**config.mk**
```make
export PLATFORM = sky130hd
export DESIGN_NAME = saturation_scheduler
export DESIGN_NICKNAME = d
export VERILOG_FILES = /design/src/rtl/sat_sched_pkg.sv /design/src/rtl/saturation_scheduler_rr_arbiter.sv /design/src/rtl/saturation_scheduler.sv
export SDC_FILE = /design/constraint.sdc
export NUM_CORES = 1
export LEC_CHECK = 0
export ABC_AREA = 1
export BUFFER_PORTS_ARGS = -buffer_cell sky130_fd_sc_hd__buf_2
export CORE_ASPECT_RATIO = 1.4
export CORE_MARGIN = 2
export CORE_UTILIZATION = 30
export CTS_CLUSTER_DIAMETER = 100
export DETAILED_ROUTE_END_ITERATION = 12
export PLACE_DENSITY = 0.6
export SLEW_MARGIN = 20
export SYNTH_ARGS = -nofsm -noshare
export SYNTH_HDL_FRONTEND = slang
export SYNTH_SLANG_ARGS = --single-unit
```
**constraint.sdc**
```tcl
create_clock -name clk -period 6.6 [get_ports clk]
set_input_delay 1.32 -clock clk [delete_from_list [all_inputs] [get_ports clk]]
set_output_delay 1.32 -clock clk [all_outputs]
set_load 0.05 [all_outputs]
```
**src/rtl/sat_sched_pkg.sv**
```systemverilog
// Shared constants and helpers for the saturation scheduler.
// Latency: n/a (compile-time constants and pure functions only).
// Backpressure: n/a.
package sat_sched_pkg;

    // Default sample width; the top can override it through its own parameter.
    localparam int DEF_DATA_WIDTH = 16;

    // Ceiling log2, used for the arbiter index width.
    function automatic int clog2(input int n);
        int r;
        r = 0;
        for (int i = 0; i < 32; i++) begin
            if ((1 << i) < n) begin
                r = i + 1;
            end
        end
        return r;
    endfunction

    // Largest positive value of a signed 'width'-bit number (width <= 32).
    function automatic logic [31:0] lim_max(input int width);
        return (32'd1 << (width - 1)) - 32'd1;
    endfunction

    // Most negative value of a signed 'width'-bit number. Only the low
    // 'width' bits are meaningful; callers size-cast the result.
    function automatic logic [31:0] lim_min(input int width);
        return 32'd1 << (width - 1);
    endfunction

    // Increment an unsigned 'width'-bit counter, holding at all-ones.
    function automatic logic [31:0] sat_inc(input logic [31:0] v, input int width);
        logic [31:0] mask;
        mask = (width >= 32) ? 32'hFFFF_FFFF : ((32'd1 << width) - 32'd1);
        return (v == mask) ? v : v + 32'd1;
    endfunction

endpackage

```
**src/rtl/saturation_scheduler_rr_arbiter.sv**
```systemverilog
// Round-robin arbiter: one-hot grant to the first requester after 'ptr'.
// Latency: purely combinational.
// Backpressure: 'en' low forces an all-zero grant.
// Ports: req (requests), ptr (last granted index), en (grant allowed),
//        gnt (one-hot grant), idx (binary index of the granted channel).
module rr_arbiter
    import sat_sched_pkg::*;
#(
    parameter int NUM_CH = 4,
    parameter int IDX_W  = clog2(NUM_CH)
) (
    input  logic [NUM_CH-1:0] req,
    input  logic [IDX_W-1:0]  ptr,
    input  logic              en,
    output logic [NUM_CH-1:0] gnt,
    output logic [IDX_W-1:0]  idx
);

    always_comb begin
        logic             found;
        logic [IDX_W-1:0] c_idx;
        gnt   = '0;
        idx   = '0;
        found = 1'b0;
        c_idx = '0;
        // Search ptr+1, ptr+2, ... wrapping; ptr itself is visited last.
        for (int i = 1; i <= NUM_CH; i++) begin
            c_idx = IDX_W'((int'(ptr) + i) % NUM_CH);
            if (en && !found && req[c_idx]) begin
                gnt[c_idx] = 1'b1;
                idx        = c_idx;
                found      = 1'b1;
            end
        end
    end

endmodule

```
**src/rtl/saturation_scheduler.sv**
```systemverilog
// Shared limit-and-clip datapath time-multiplexed over NUM_CH sample streams.
// Latency: 1 cycle (sample accepted in cycle N is on out_* in cycle N+1).
// Backpressure: in_ready all-zero while the output register is full and out_ready=0.
// Ports: in_valid/in_data/in_ready (per-channel samples), out_valid/out_ready/
//        out_data/out_ch/out_sat (clipped result), cfg_we/cfg_ch/cfg_max/cfg_min/
//        cfg_err (limit programming), sat_clear/sat_sticky/cnt_sel/cnt_value (stats).
module saturation_scheduler
    import sat_sched_pkg::*;
#(
    parameter int DATA_WIDTH = DEF_DATA_WIDTH,
    parameter int NUM_CH     = 4,
    parameter int CH_W       = 2,
    parameter int CNT_WIDTH  = 16
) (
    input  logic                         clk,
    input  logic                         reset,
    input  logic [NUM_CH-1:0]            in_valid,
    input  logic [NUM_CH*DATA_WIDTH-1:0] in_data,
    output logic [NUM_CH-1:0]            in_ready,
    output logic                         out_valid,
    input  logic                         out_ready,
    output logic [DATA_WIDTH-1:0]        out_data,
    output logic [CH_W-1:0]              out_ch,
    output logic                         out_sat,
    input  logic                         cfg_we,
    input  logic [CH_W-1:0]              cfg_ch,
    input  logic [DATA_WIDTH-1:0]        cfg_max,
    input  logic [DATA_WIDTH-1:0]        cfg_min,
    output logic                         cfg_err,
    input  logic                         sat_clear,
    output logic [NUM_CH-1:0]            sat_sticky,
    input  logic [CH_W-1:0]              cnt_sel,
    output logic [CNT_WIDTH-1:0]         cnt_value
);

    localparam logic [DATA_WIDTH-1:0] LIM_MAX = DATA_WIDTH'(lim_max(DATA_WIDTH));
    localparam logic [DATA_WIDTH-1:0] LIM_MIN = DATA_WIDTH'(lim_min(DATA_WIDTH));

    // State
    logic [CH_W-1:0]       ptr_q,       ptr_d;
    logic                  ptr_vld_q,   ptr_vld_d;
    logic                  out_valid_q, out_valid_d;
    logic [DATA_WIDTH-1:0] out_data_q,  out_data_d;
    logic [CH_W-1:0]       out_ch_q,    out_ch_d;
    logic                  out_sat_q,   out_sat_d;
    logic                  cfg_err_q,   cfg_err_d;
    logic [NUM_CH-1:0]     sticky_q,    sticky_d;
    logic [CNT_WIDTH-1:0]  cnt_q [NUM_CH];
    logic [CNT_WIDTH-1:0]  cnt_d [NUM_CH];
    logic [DATA_WIDTH-1:0] max_q [NUM_CH];
    logic [DATA_WIDTH-1:0] max_d [NUM_CH];
    logic [DATA_WIDTH-1:0] min_q [NUM_CH];
    logic [DATA_WIDTH-1:0] min_d [NUM_CH];

    // Arbitration
    logic                  out_free;
    logic [CH_W-1:0]       arb_ptr;
    logic [NUM_CH-1:0]     grant;
    logic [CH_W-1:0]       grant_idx;
    logic                  accept;

    // Datapath
    logic signed [DATA_WIDTH-1:0] x_s, max_s, min_s, clip_s;
    logic                         clip_sat;
    logic                         cfg_bad;

    assign out_free = !out_valid_q || out_ready;

    // The pointer holds the last granted channel; until the first grant after
    // reset there is none, so present NUM_CH-1 to make channel 0 searched first.
    assign arb_ptr = ptr_vld_q ? ptr_q : CH_W'(NUM_CH - 1);

    rr_arbiter #(
        .NUM_CH (NUM_CH),
        .IDX_W  (CH_W)
    ) u_arb (
        .req (in_valid),
        .ptr (arb_ptr),
        .en  (out_free),
        .gnt (grant),
        .idx (grant_idx)
    );

    assign accept   = |grant;
    assign in_ready = grant;

    // Select the granted sample and that channel's current (pre-write) limits.
    always_comb begin
        x_s   = '0;
        max_s = '0;
        min_s = '0;
        for (int k = 0; k < NUM_CH; k++) begin
            if (grant_idx == CH_W'(k)) begin
                x_s   = $signed(in_data[k*DATA_WIDTH +: DATA_WIDTH]);
                max_s = $signed(max_q[k]);
                min_s = $signed(min_q[k]);
            end
        end
    end

    always_comb begin
        clip_s   = x_s;
        clip_sat = 1'b0;
        if (x_s > max_s) begin
            clip_s   = max_s;
            clip_sat = 1'b1;
        end else if (x_s < min_s) begin
            clip_s   = min_s;
            clip_sat = 1'b1;
        end
    end

    assign cfg_bad = cfg_we &&
                     (($signed(cfg_min) > $signed(cfg_max)) || (int'(cfg_ch) >= NUM_CH));

    always_comb begin
        ptr_d       = ptr_q;
        ptr_vld_d   = ptr_vld_q;
        out_valid_d = out_valid_q;
        out_data_d  = out_data_q;
        out_ch_d    = out_ch_q;
        out_sat_d   = out_sat_q;
        cfg_err_d   = cfg_bad;
        sticky_d    = sticky_q;
        for (int k = 0; k < NUM_CH; k++) begin
            cnt_d[k] = cnt_q[k];
            max_d[k] = max_q[k];
            min_d[k] = min_q[k];
        end

        // Output register: load on accept, otherwise drain when downstream takes it.
        if (accept) begin
            out_valid_d = 1'b1;
            out_data_d  = clip_s;
            out_ch_d    = grant_idx;
            out_sat_d   = clip_sat;
            ptr_d       = grant_idx;
            ptr_vld_d   = 1'b1;
        end else if (out_ready) begin
            out_valid_d = 1'b0;
        end

        for (int k = 0; k < NUM_CH; k++) begin
            if (cfg_we && !cfg_bad && (int'(cfg_ch) == k)) begin
                max_d[k] = cfg_max;
                min_d[k] = cfg_min;
            end

            // Clear first, then let a same-cycle saturation event override it.
            if (sat_clear) begin
                cnt_d[k]    = '0;
                sticky_d[k] = 1'b0;
            end
            if (accept && clip_sat && (grant_idx == CH_W'(k))) begin
                sticky_d[k] = 1'b1;
                cnt_d[k]    = sat_clear ? CNT_WIDTH'(1)
                                        : CNT_WIDTH'(sat_inc(32'(cnt_q[k]), CNT_WIDTH));
            end
        end
    end

    always_ff @(posedge clk or posedge reset) begin
        if (reset) begin
            ptr_q       <= '0;
            ptr_vld_q   <= 1'b0;
            out_valid_q <= 1'b0;
            out_data_q  <= '0;
            out_ch_q    <= '0;
            out_sat_q   <= 1'b0;
            cfg_err_q   <= 1'b0;
            sticky_q    <= '0;
            for (int k = 0; k < NUM_CH; k++) begin
                cnt_q[k] <= '0;
                max_q[k] <= LIM_MAX;
                min_q[k] <= LIM_MIN;
            end
        end else begin
            ptr_q       <= ptr_d;
            ptr_vld_q   <= ptr_vld_d;
            out_valid_q <= out_valid_d;
            out_data_q  <= out_data_d;
            out_ch_q    <= out_ch_d;
            out_sat_q   <= out_sat_d;
            cfg_err_q   <= cfg_err_d;
            sticky_q    <= sticky_d;
            for (int k = 0; k < NUM_CH; k++) begin
                cnt_q[k] <= cnt_d[k];
                max_q[k] <= max_d[k];
                min_q[k] <= min_d[k];
            end
        end
    end

    // Host counter read-back; out-of-range selects read as zero.
    always_comb begin
        cnt_value = '0;
        for (int k = 0; k < NUM_CH; k++) begin
            if (int'(cnt_sel) == k) begin
                cnt_value = cnt_q[k];
            end
        end
    end

    assign out_valid  = out_valid_q;
    assign out_data   = out_data_q;
    assign out_ch     = out_ch_q;
    assign out_sat    = out_sat_q;
    assign cfg_err    = cfg_err_q;
    assign sat_sticky = sticky_q;

endmodule

```
Word-level counts from Yosys, hierarchy flattened:

Index checks and enable logic that the tools add are counted.

* output and inout port bits: 45
* bits of input ports: 109
* logic and storage cells: 170
* bits in registers: 218

* bitwise operators: 3
* equal/unequal tests: 17
* add/subtract/negate cells: 8
* order comparisons: 11
* multiplexer cells: 68
* reduce and logical (&&, ||, !) cells: 41

Operator list (number)
* $mux 16: 31
* $add 16x1->16 const B: 4
* $eq 16x16->1 const B: 4
* $gt 16x16->1: 2
* $logic_and 1x1->1: 22
* $mux 1: 20
* $lt 16x16->1: 1
* $mux 4: 4
* $eq 2x2->1 const B: 6
* $lt 2x3->1 const B: 4
* $or 4x4->4: 3
* $mux 2: 5
* $reduce_bool 2->1: 5
* $bmux 1 s2: 4
* $demux 1 s2: 4
* $ge 2x1->1 const B: 4
* $ne 2x2->1 const B: 4
* $reduce_and 2->1: 4
* $eq 2x1->1 const B: 3
* $logic_not 2->1: 3
* $logic_not 1->1: 5
* $add 2x1->2 const B: 2
* $add 2x2->2 const B: 2
* $reduce_or 4->1: 1
* $logic_or 1x1->1: 1

Depth between registers and ports, before layout:

Gate-level depths: netlist (run 1).

* depth in word-level cells: 30
* depth in mapped cells: 34
* depth with buffers taken out: 33

By module:

Synthesis (run 1) repeated with hierarchy kept, for this count alone.

* cell total of the unflattened synthesis: 1774
* area, all modules: 13262.7 µm²

Modules (own cells, without submodules)
* saturation_scheduler: times used 1, area each 12778.5 µm², cells each 1692
* rr_arbiter: times used 1, area each 484.2 µm², cells each 82

Least setup slack after synthesis (run 1):

No wires, ideal clock.

* path kind: input -> register
* start point: in in_valid[3]
* end point: reg cnt_q[17] in the netlist's numbering
* library setup time: 117 ps
* stages on the path: 23
* path slack: 1500 ps
* data arrival time: 4983 ps
* path through: nand3_1 -> nand3_2 -> nand2_4 -> nor2_2 -> nand2_1 -> nand2_1 -> nor2_1 -> nand2_2 -> nor2_1 -> clkbuf_1 -> clkbuf_1 -> nand2_1 -> nand4_1 -> ha_1 -> a21oi_1 -> nor2_1 -> a2111oi_0 -> nand3_1 -> nand3_4 -> nand4_4 -> buf_6 -> nand3_1 -> nand2_1

* longest elaborated chain between the ends: 28
* elaborated cells between the ends (all ways): 58
* classes of those cells: order compare (2); eq/ne (3); mux (34); bitwise (3); reduce/logical (16)

RTL lines
* start, declared: RTL line saturation_scheduler.sv:17 `input logic [NUM_CH-1:0] in_valid,`
* $bmux 1 s2: RTL line saturation_scheduler_rr_arbiter.sv:29 `if (en && !found && req[c_idx]) begin`
* $mux 1 (implied by the code): RTL line saturation_scheduler_rr_arbiter.sv:29
* $logic_and 1x1->1: RTL line saturation_scheduler_rr_arbiter.sv:29
* $mux 1: RTL line saturation_scheduler_rr_arbiter.sv:29
* $logic_not 1->1: RTL line saturation_scheduler_rr_arbiter.sv:29
* $logic_and 1x1->1 (2 in a row): RTL line saturation_scheduler_rr_arbiter.sv:29
* $mux 1: RTL line saturation_scheduler_rr_arbiter.sv:29
* $logic_not 1->1: RTL line saturation_scheduler_rr_arbiter.sv:29
* [8 not listed]
* $mux 16 (4 in a row): RTL line saturation_scheduler.sv:93 `if (grant_idx == CH_W'(k)) begin`
* $lt 16x16->1: RTL line saturation_scheduler.sv:107 `end else if (x_s < min_s) begin`
* $mux 1: RTL line saturation_scheduler.sv:107
* $mux 1: RTL line saturation_scheduler.sv:104 `if (x_s > max_s) begin`
* $logic_and 1x1->1: RTL line saturation_scheduler.sv:154 `if (accept && clip_sat && (grant_idx == CH_W'(k))) begin`
* $logic_and 1x1->1 *: RTL line saturation_scheduler.sv:154
* $reduce_bool 2->1 (no source line)
* $reduce_and 2->1 (no source line)
* end signal, assigned by index: RTL line saturation_scheduler.sv:187 `cnt_q[k] <= cnt_d[k];`
* end, declared: RTL line saturation_scheduler.sv:48 `logic [CNT_WIDTH-1:0] cnt_q [NUM_CH];`

Mark *: on every way between the ends. The rest lies on a longest branch, timed or not. The select of a mux whose other input is x is not followed.
A chain may end at the register's enable or synchronous reset.

Worst setup path in the final report (run 1):

* start point: reg ptr_vld_q
* end point: reg out_data_q[5], in the netlist out_data[5]

* longest elaborated chain between the ends: 26
* elaborated cells between the ends (all ways): 78
* classes of those cells: add/sub (4); order compare (10); eq/ne (3); mux (42); bitwise (3); reduce/logical (16)

RTL lines
* start, declared: RTL line saturation_scheduler.sv:41 `logic ptr_vld_q, ptr_vld_d;`
* start signal, assigned: RTL line saturation_scheduler.sv:179 `ptr_vld_q <= ptr_vld_d;`
* $mux 2 *: RTL line saturation_scheduler.sv:71 `assign arb_ptr = ptr_vld_q ? ptr_q : CH_W'(NUM_CH - 1);`
* $add 2x1->2: RTL line saturation_scheduler_rr_arbiter.sv:28 `c_idx = IDX_W'((int'(ptr) + i) % NUM_CH);`
* $bmux 1 s2: RTL line saturation_scheduler_rr_arbiter.sv:29
* $mux 1 (implied by the code): RTL line saturation_scheduler_rr_arbiter.sv:29
* $logic_and 1x1->1: RTL line saturation_scheduler_rr_arbiter.sv:29
* $mux 1: RTL line saturation_scheduler_rr_arbiter.sv:29
* $logic_not 1->1: RTL line saturation_scheduler_rr_arbiter.sv:29
* $logic_and 1x1->1 (2 in a row): RTL line saturation_scheduler_rr_arbiter.sv:29
* [5 not listed]
* $logic_not 1->1: RTL line saturation_scheduler_rr_arbiter.sv:29
* $logic_and 1x1->1 (2 in a row): RTL line saturation_scheduler_rr_arbiter.sv:29
* $mux 2: RTL line saturation_scheduler_rr_arbiter.sv:29
* $logic_not 2->1: RTL line saturation_scheduler.sv:93
* $mux 16 (4 in a row): RTL line saturation_scheduler.sv:93
* $lt 16x16->1: RTL line saturation_scheduler.sv:107
* $mux 16: RTL line saturation_scheduler.sv:107
* $mux 16: RTL line saturation_scheduler.sv:104
* end signal, assigned: RTL line saturation_scheduler.sv:181 `out_data_q <= out_data_d;`
* end, declared: RTL line saturation_scheduler.sv:43 `logic [DATA_WIDTH-1:0] out_data_q, out_data_d;`

Marked as above.

==> results of run 1 <==
==> cells in the final DEF, fill, tap and decap left out, drive strengths merged, types with 3 or more instances in the layout <==
cell type	synthesis	final
a221oi	12	12
buf	16	175
nand4	33	33
xor2	18	18
a21o	3	3
clkinvlp	0	3
or2	7	7
dfrtp	154	154
nor2	131	131
nor4	3	3
o21bai	5	5
nand3b	3	3
o2111ai	5	5
o221ai	5	5
clkinv	3	10
o21a	28	28
o22ai	10	10
a31oi	7	7
dfstp	64	64
clkbuf	56	36
a21oi	50	50
o21ai	151	151
ha	55	55
nand3	152	152
inv	175	175
nor3	22	22
nand2	594	594
a211oi	5	5
o211ai	4	4
a22o	12	12
xnor2	4	4
==> sequential cells by signal (all words and copies together), names as in the netlist, 2 cells and up <==
signal	cells
cnt_q	64
out_ch	2
min_q	64
sat_sticky	4
out_data	16
max_q	64
==> synth_stat cells (2+ instances only) <==
cell type,number,share of area [%]
nand2_1,576,16
inv_1,166,4.7
dfrtp_1,154,29
nand3_1,142,5.3
o21ai_0,141,5.3
nor2_1,125,3.5
dfstp_2,64,13
clkbuf_1,56,1.6
ha_1,55,5.2
a21oi_1,50,1.9
nand4_1,29,1.4
o21a_1,28,1.6
nor3_1,22,0.82
xor2_1,18,1.2
nand2_2,13,0.61
a221oi_1,12,0.79
a22o_1,12,0.79
o21ai_1,10,0.37
o22ai_1,10,0.47
buf_1,8,0.22
inv_2,8,0.22
a31oi_1,7,0.33
or2_2,7,0.33
nand3_2,6,0.45
a211oi_1,5,0.28
buf_6,5,0.42
nand2_4,5,0.42
o2111ai_1,5,0.33
o21bai_1,5,0.28
o221ai_1,5,0.33
nand3_4,4,0.52
nand4_4,4,0.64
o211ai_1,4,0.22
xnor2_1,4,0.26
a21o_1,3,0.17
buf_2,3,0.11
clkinv_1,3,0.084
nand3b_1,3,0.17
nor2_2,3,0.14
nor4_1,3,0.14
nor2_8,2,0.30
nor3b_1,2,0.11
==> critical path: cells and delay by family, from the launching register on <==
kind	cells	cell delay, ns
fa+ha+maj	2	0.87
compound gates	3	0.89
flops	1	0.57
buf+inv	3	0.66
simple gates	18	2.61
==> path summary, 6_finish.rpt <==
path	start	cells after the start	end	slack [ns]
hold reg to reg	out_data[15]$_DFFE_PP0P_	2	out_data[15]$_DFFE_PP0P_	0.48
hold / removal	out_data[15]$_DFFE_PP0P_	2	out_data[15]$_DFFE_PP0P_	0.48
setup / recovery	ptr_vld_q$_DFFE_PP0P_	26	out_data[5]$_DFFE_PP0P_	0.83
min in group asynchronous	reset	2	ptr_vld_q$_DFFE_PP0P_	0.88
setup reg to reg	ptr_vld_q$_DFFE_PP0P_	26	out_data[5]$_DFFE_PP0P_	0.83
max in group asynchronous	reset	4	max_q[63]$_DFFE_PP0P_	4.30
==> kinds of logic (layout without fill, tap and decap cells) <==
| group | Yosys count | after routing | synth area share (%) |
|---|---|---|---|
| and+or+nand+nor | 950 | 950 | 31.3 |
| adders and majority gates | 55 | 55 | 5.15 |
| xor gates and xnor gates | 22 | 22 | 1.44 |
| buffers and inverters | 250 | 401 | 7.35 |
| AOI/OAI and AO/OA | 301 | 301 | 13.3 |
| DFF | 218 | 218 | 41.4 |
==> through the flow <==
stage                     setup slack, ns  instances  util, %  area, µm²  hold WS [ns]
after floorplan                      1.50       1796        -      13400         0.444
after global placement              0.512       2456     33.4      14700         0.458
after detailed placement            0.441       2456     33.4      14700         0.462
after CTS                           0.821       2504     35.4      15600         0.478
after global routing                0.431       2505     35.4      15600         0.503
final                               0.834       2505     35.4      15600         0.479
==> metal layers <==
layer	track usage, %	share of wire, %
met5	0	0
met4	5.69	3.2
met2	31.5	49
met3	2.06	4.9
met1	22.3	42
==> final cells by class <==
| class | instances | share of cell area, % |
|---|---|---|
| Clock inverter | 12 | 0.754 |
| Timing Repair Buffer | 175 | 6.25 |
| Inverter | 178 | 4.32 |
| Sequential cell | 218 | 35.5 |
| Multi-Input combinational cell | 1328 | 44.0 |
| Tap cell | 558 | 4.47 |
| Clock buffer | 36 | 4.75 |
==> summary.txt, run 1 <==
Outcome
  – Status: completed

Critical path
  – WP data required: 7.01 ns
  – WP data arrival: 6.18 ns
  – Startpoint types: flop
  – Maximum fanout along the worst path: 28
  – WS Path Type: reg2reg
  – CP Capture Type: flop
  – Delay of the slowest cell on the worst path: 0.64 ns
  – Top cell by count, worst path: nand2_1
  – Critical path's slowest cell: a2111oi_0

Logic synthesis
  – Seq/Total Area, Yosys: 41.4%
  – Netlist cell types: 51
  – Syn Inst Count: 1796
  – Post-Syn Nets: 1960
  – Average size of a mapped cell: 7.44 µm²
  – Predominant post-synthesis flop cell: dfrtp_1
  – Number of synthesized flops with an enable pin: 0
  – Post-synth ARST share: 100%
  – #FFs+latches synth: 218
  – Yosys warnings: 0
  – Post-Syn Area: 13400 µm²

Finish
  – Sequential cell area: 5540 µm²
  – Final net count: 2091
  – Share of cells above drive strength 1: 17.5%
  – FILL cells: 4611
  – Area of the multi-input gates: 6870 µm²
  – Ant. Diodes: 0
  – P&R area growth vs syn: 16.9%

Clock tree
  – Root buf cell: clkbuf_16
  – Cts hold-fix bufs: 0
  – Cts repair resizes: 0
  – CTS clk-pin slew, worst paths: 0.06 ns
  – Clk_lat worst skew: 0.53 ns
  – Setup bufs post-CTS: 0
  – Inserted Clock Buffers: 26
  – Clock sinks: 218
  – CTS tree: yes
  – Clock Path Buffers: 3
  – Htree depth: 1

STA
  – Tmin final: 5.77 ns
  – Final Max Tran Viols: 0
  – Setup Skew: 0.0109 ns
  – Setup violations, final: 0
  – Final period util: 87.4%
  – Fin Setup TNS: 0 ns
  – RSZ-0062 raised after global routing: no
  – Slew headroom: 29.8%
  – Worst slew pin tran: 1.05 ns
  – Hold Fails Final Rpt: 0
  – Fmax: 173 MHz

Global route
  – Initial antenna violation count: 1
  – Pin count of the biggest net entering global routing: 191
  – First-pass GRT wire length: 65600 µm
  – Vias in the first global route: 12.2k
  – Total gr overflow: 0
  – Gr usage total: 17.7%

Floorplan
  – Rows: 91
  – Initial core utilization: 30.3%
  – Io pins: 154
  – Die Y: 254 µm
  – Die X-Extent: 182 µm
  – Die area: 46200 µm²
  – Core area: 44100 µm²

Detailed routing
  – Vias: 12.6k
  – Vias per cell: 5.04
  – Drt total wl: 41300 µm
  – Remaining routing DRC violations: 0
  – Drt wl/cell: 16.5 µm
  – Detailed-router iteration count before antenna repair: 7
  – Initial drt markers: 879
  – Detail Route Antenna Nets: 0

Placed design
  – IO Port Bufs: 153
  – Placer congestion estimate: 0.956
  – DPL Wire Length: 29800 µm

Run
  – Max-capacitance violation count: 0

Min path
  – Hold Path Class: reg2reg
Power of run 1 is left out: the tool's default activity adds up to more than one toggle a clock period on the data nets, which glitch-free logic cannot reach.
==> inputs of run 2 (changes only) <==
- CORE_UTILIZATION: 30 -> 50
- PLACE_DENSITY: 0.6 -> 0.85
==> summary.txt, run 2 (synthesis results as in run 1) <==
Critical path
  – WP data required: 7.06 ns (was 7.01 ns)
  – Startpoint types: flop (unchanged)
  – WS Path Type: reg2reg (unchanged)
  – WP data arrival: 6.16 ns (was 6.18 ns)
  – Reg2reg setup slack: 0.89 ns (was 0.83 ns)
  – Maximum fanout along the worst path: 28 (unchanged)
  – CP Capture Type: flop (unchanged)

Placed design
  – DPL Wire Length: 27400 µm (was 29800 µm)
  – IO Port Bufs: 153 (unchanged)
  – Placed cell areas: 14400 µm² (was 14700 µm²)
  – Placer congestion estimate: 0.956 (about the same)

Finish
  – Util after Layout: 58.4% (was 35.4%)
  – FILL cells: 2269 (was 4611)
  – Most frequent cells in the layout: 576 x nand2_1, 164 x inv_1, 154 x dfrtp_1 (was 576 x nand2_1, 163 x inv_1, 154 x dfrtp_1)
  – Post-Layout Inst Area: 15300 µm² (was 15600 µm²)
  – Commonest non-fill, non-tap cell in the layout: nand2_1 (unchanged)
  – Share of cells above drive strength 1: 17.3% (was 17.5%)
  – P&R area growth vs syn: 14.5% (was 16.9%)
  – Final net count: 2084 (was 2091)
  – Largest regs: cnt_q (64), max_q (64), min_q (64) (unchanged)

Global route
  – Met2 Use GR: 47.8% (was 31.5%)
  – GR Layer Usage met1: 33.8% (was 22.3%)
  – Pin count of the biggest net entering global routing: 131 (was 191)
  – Vias in the first global route: 12.5k (was 12.2k)
  – Gr usage total: 27.5% (was 17.7%)
  – First-pass GRT wire length: 62300 µm (was 65600 µm)
  – Initial antenna violation count: 3 (was 1)
  – Total gr overflow: 0 (unchanged)
  – Gr busiest metal: met2 (unchanged)
  – GR Layer Usage met3: 3.32% (was 2.06%)

STA
  – Slew headroom: 28.9% (was 29.8%)
  – Tmin final: 5.71 ns (was 5.77 ns)
  – Final Max Tran Viols: 0 (unchanged)
  – Setup violations, final: 0 (unchanged)
  – Final period util: 86.5% (was 87.4%)
  – Worst hold slack: 0.477 ns (was 0.479 ns)
  – RSZ-0062 raised after global routing: no (unchanged)
  – Setup Skew: 0.00883 ns (was 0.0109 ns)
  – Fin Setup TNS: 0 ns (unchanged)
  – Hold Fails Final Rpt: 0 (unchanged)
  – Worst slew pin tran: 1.07 ns (was 1.05 ns)
  – Fmax: 175 MHz (was 173 MHz)

Detailed routing
  – Drt wl/cell: 17.1 µm (was 16.5 µm)
  – Detailed-router iteration count before antenna repair: 6 (was 7)
  – Vias: 13.1k (was 12.6k)
  – Vias per cell: 5.77 (was 5.04)
  – Drt total wl: 38800 µm (was 41300 µm)
  – Detail Route Antenna Nets: 0 (unchanged)
  – Initial drt markers: 1263 (was 879)
  – Remaining routing DRC violations: 0 (unchanged)

Floorplan
  – Io pins: 154 (unchanged)
  – Die area: 28100 µm² (was 46200 µm²)
  – Rows: 70 (was 91)
  – Initial core utilization: 51.0% (was 30.3%)
  – Core area: 26200 µm² (was 44100 µm²)
  – Die X-Extent: 142 µm (was 182 µm)
  – Die Y: 197 µm (was 254 µm)

Clock tree
  – Root buf cell: clkbuf_16 (unchanged)
  – Cts hold-fix bufs: 0 (unchanged)
  – Setup bufs post-CTS: 0 (unchanged)
  – Clock Path Buffers: 3 (unchanged)
  – CTS tree: yes (unchanged)
  – Clock sinks: 218 (unchanged)
  – Htree depth: 1 (unchanged)
  – Cts repair resizes: 0 (unchanged)
  – Inserted Clock Buffers: 24 (was 26)
  – Clk_lat worst skew: 0.53 ns (about the same)
  – CTS clk-pin slew, worst paths: 0.06 ns (about the same)

Run
  – Max-capacitance violation count: 0 (unchanged)

Min path
  – Hold Path Class: reg2reg (unchanged)

Outcome
  – Status: completed (unchanged)
## run 2: cell count changes in the layout (fill, tap and decap cells not counted), sizes merged
| cell | previous run | this run |
|---|---|---|
| clkbuf | 36 | 30 |
| buf | 175 | 170 |
| diode | 0 | 5 |
| bufinv | 2 | 5 |
| clkinv | 10 | 8 |
| inv | 175 | 176 |
## run 2: worst max-delay path: stages, from the launching register on
cell and delay (ns):
dfrtp_1 0.53, nand2_4 0.14, ha_1 0.38, inv_1 0.12, nand3_2 0.11, nand2_4 0.11
nand2_4 0.07, nor2_8 0.13, nand2_2 0.11, nand3_2 0.10, nand2_4 0.11, nand2_1 0.17
inv_2 0.30, a22o_1 0.29, a221oi_1 0.43, ha_1 0.36, a21o_1 0.19, a31oi_1 0.18
o211ai_1 0.13, nand2_1 0.09, o2111ai_1 0.13, xnor2_1 0.16, nand2_1 0.23, nand3_4 0.33
nand4_4 0.30, nand2_1 0.27, nand2_1 0.09, nand2_1 0.07
## run 2: final timing paths
check / startpoint / endpoint / cells after the start
worst max-delay path: ptr_vld_q$_DFFE_PP0P_ / cnt_q[5]$_DFFE_PP0P_ / 27
worst max register to register: ptr_vld_q$_DFFE_PP0P_ / cnt_q[5]$_DFFE_PP0P_ / 27
min in group asynchronous: reset / cnt_q[53]$_DFFE_PP0P_ / 2
worst min-delay path: out_data[2]$_DFFE_PP0P_ / out_data[2]$_DFFE_PP0P_ / 2
worst min register to register: out_data[2]$_DFFE_PP0P_ / out_data[2]$_DFFE_PP0P_ / 2
max in group asynchronous: reset / cnt_q[30]$_DFFE_PP0P_ / 3
## run 2: per-layer routing
metal  vias to the layer above  wire [µm]
met2                       600      19000
met3                       128       2800
li1                       6161          -
met1                      6187      15100
met4                         0       1890
met5                         -          0
## run 2: layout make-up
cell class | instances | area (µm²) | area share [%]
antenna | 5 | 12.5 | 0.0818
clock buffer | 30 | 664 | 4.34
clock inverter | 14 | 219 | 1.43
inverter | 178 | 674 | 4.41
multi-input combinational | 1328 | 6870 | 44.9
sequential | 218 | 5540 | 36.2
tap | 324 | 405 | 2.65
timing repair buffer | 170 | 918 | 6.00
## run 2: metrics by stage
| step | std cells | setup slack (ns) |
|---|---|---|
| 2_1_floorplan | 1796 | 1.50 |
| 3_3_place_gp | 2218 | 0.690 |
| 3_5_place_dp | 2218 | 0.629 |
| 4_1_cts | 2262 | 0.985 |
| 5_1_grt | 2266 | 0.470 |
| 6_report | 2267 | 0.894 |
Power of run 2 is left out for the same reason.
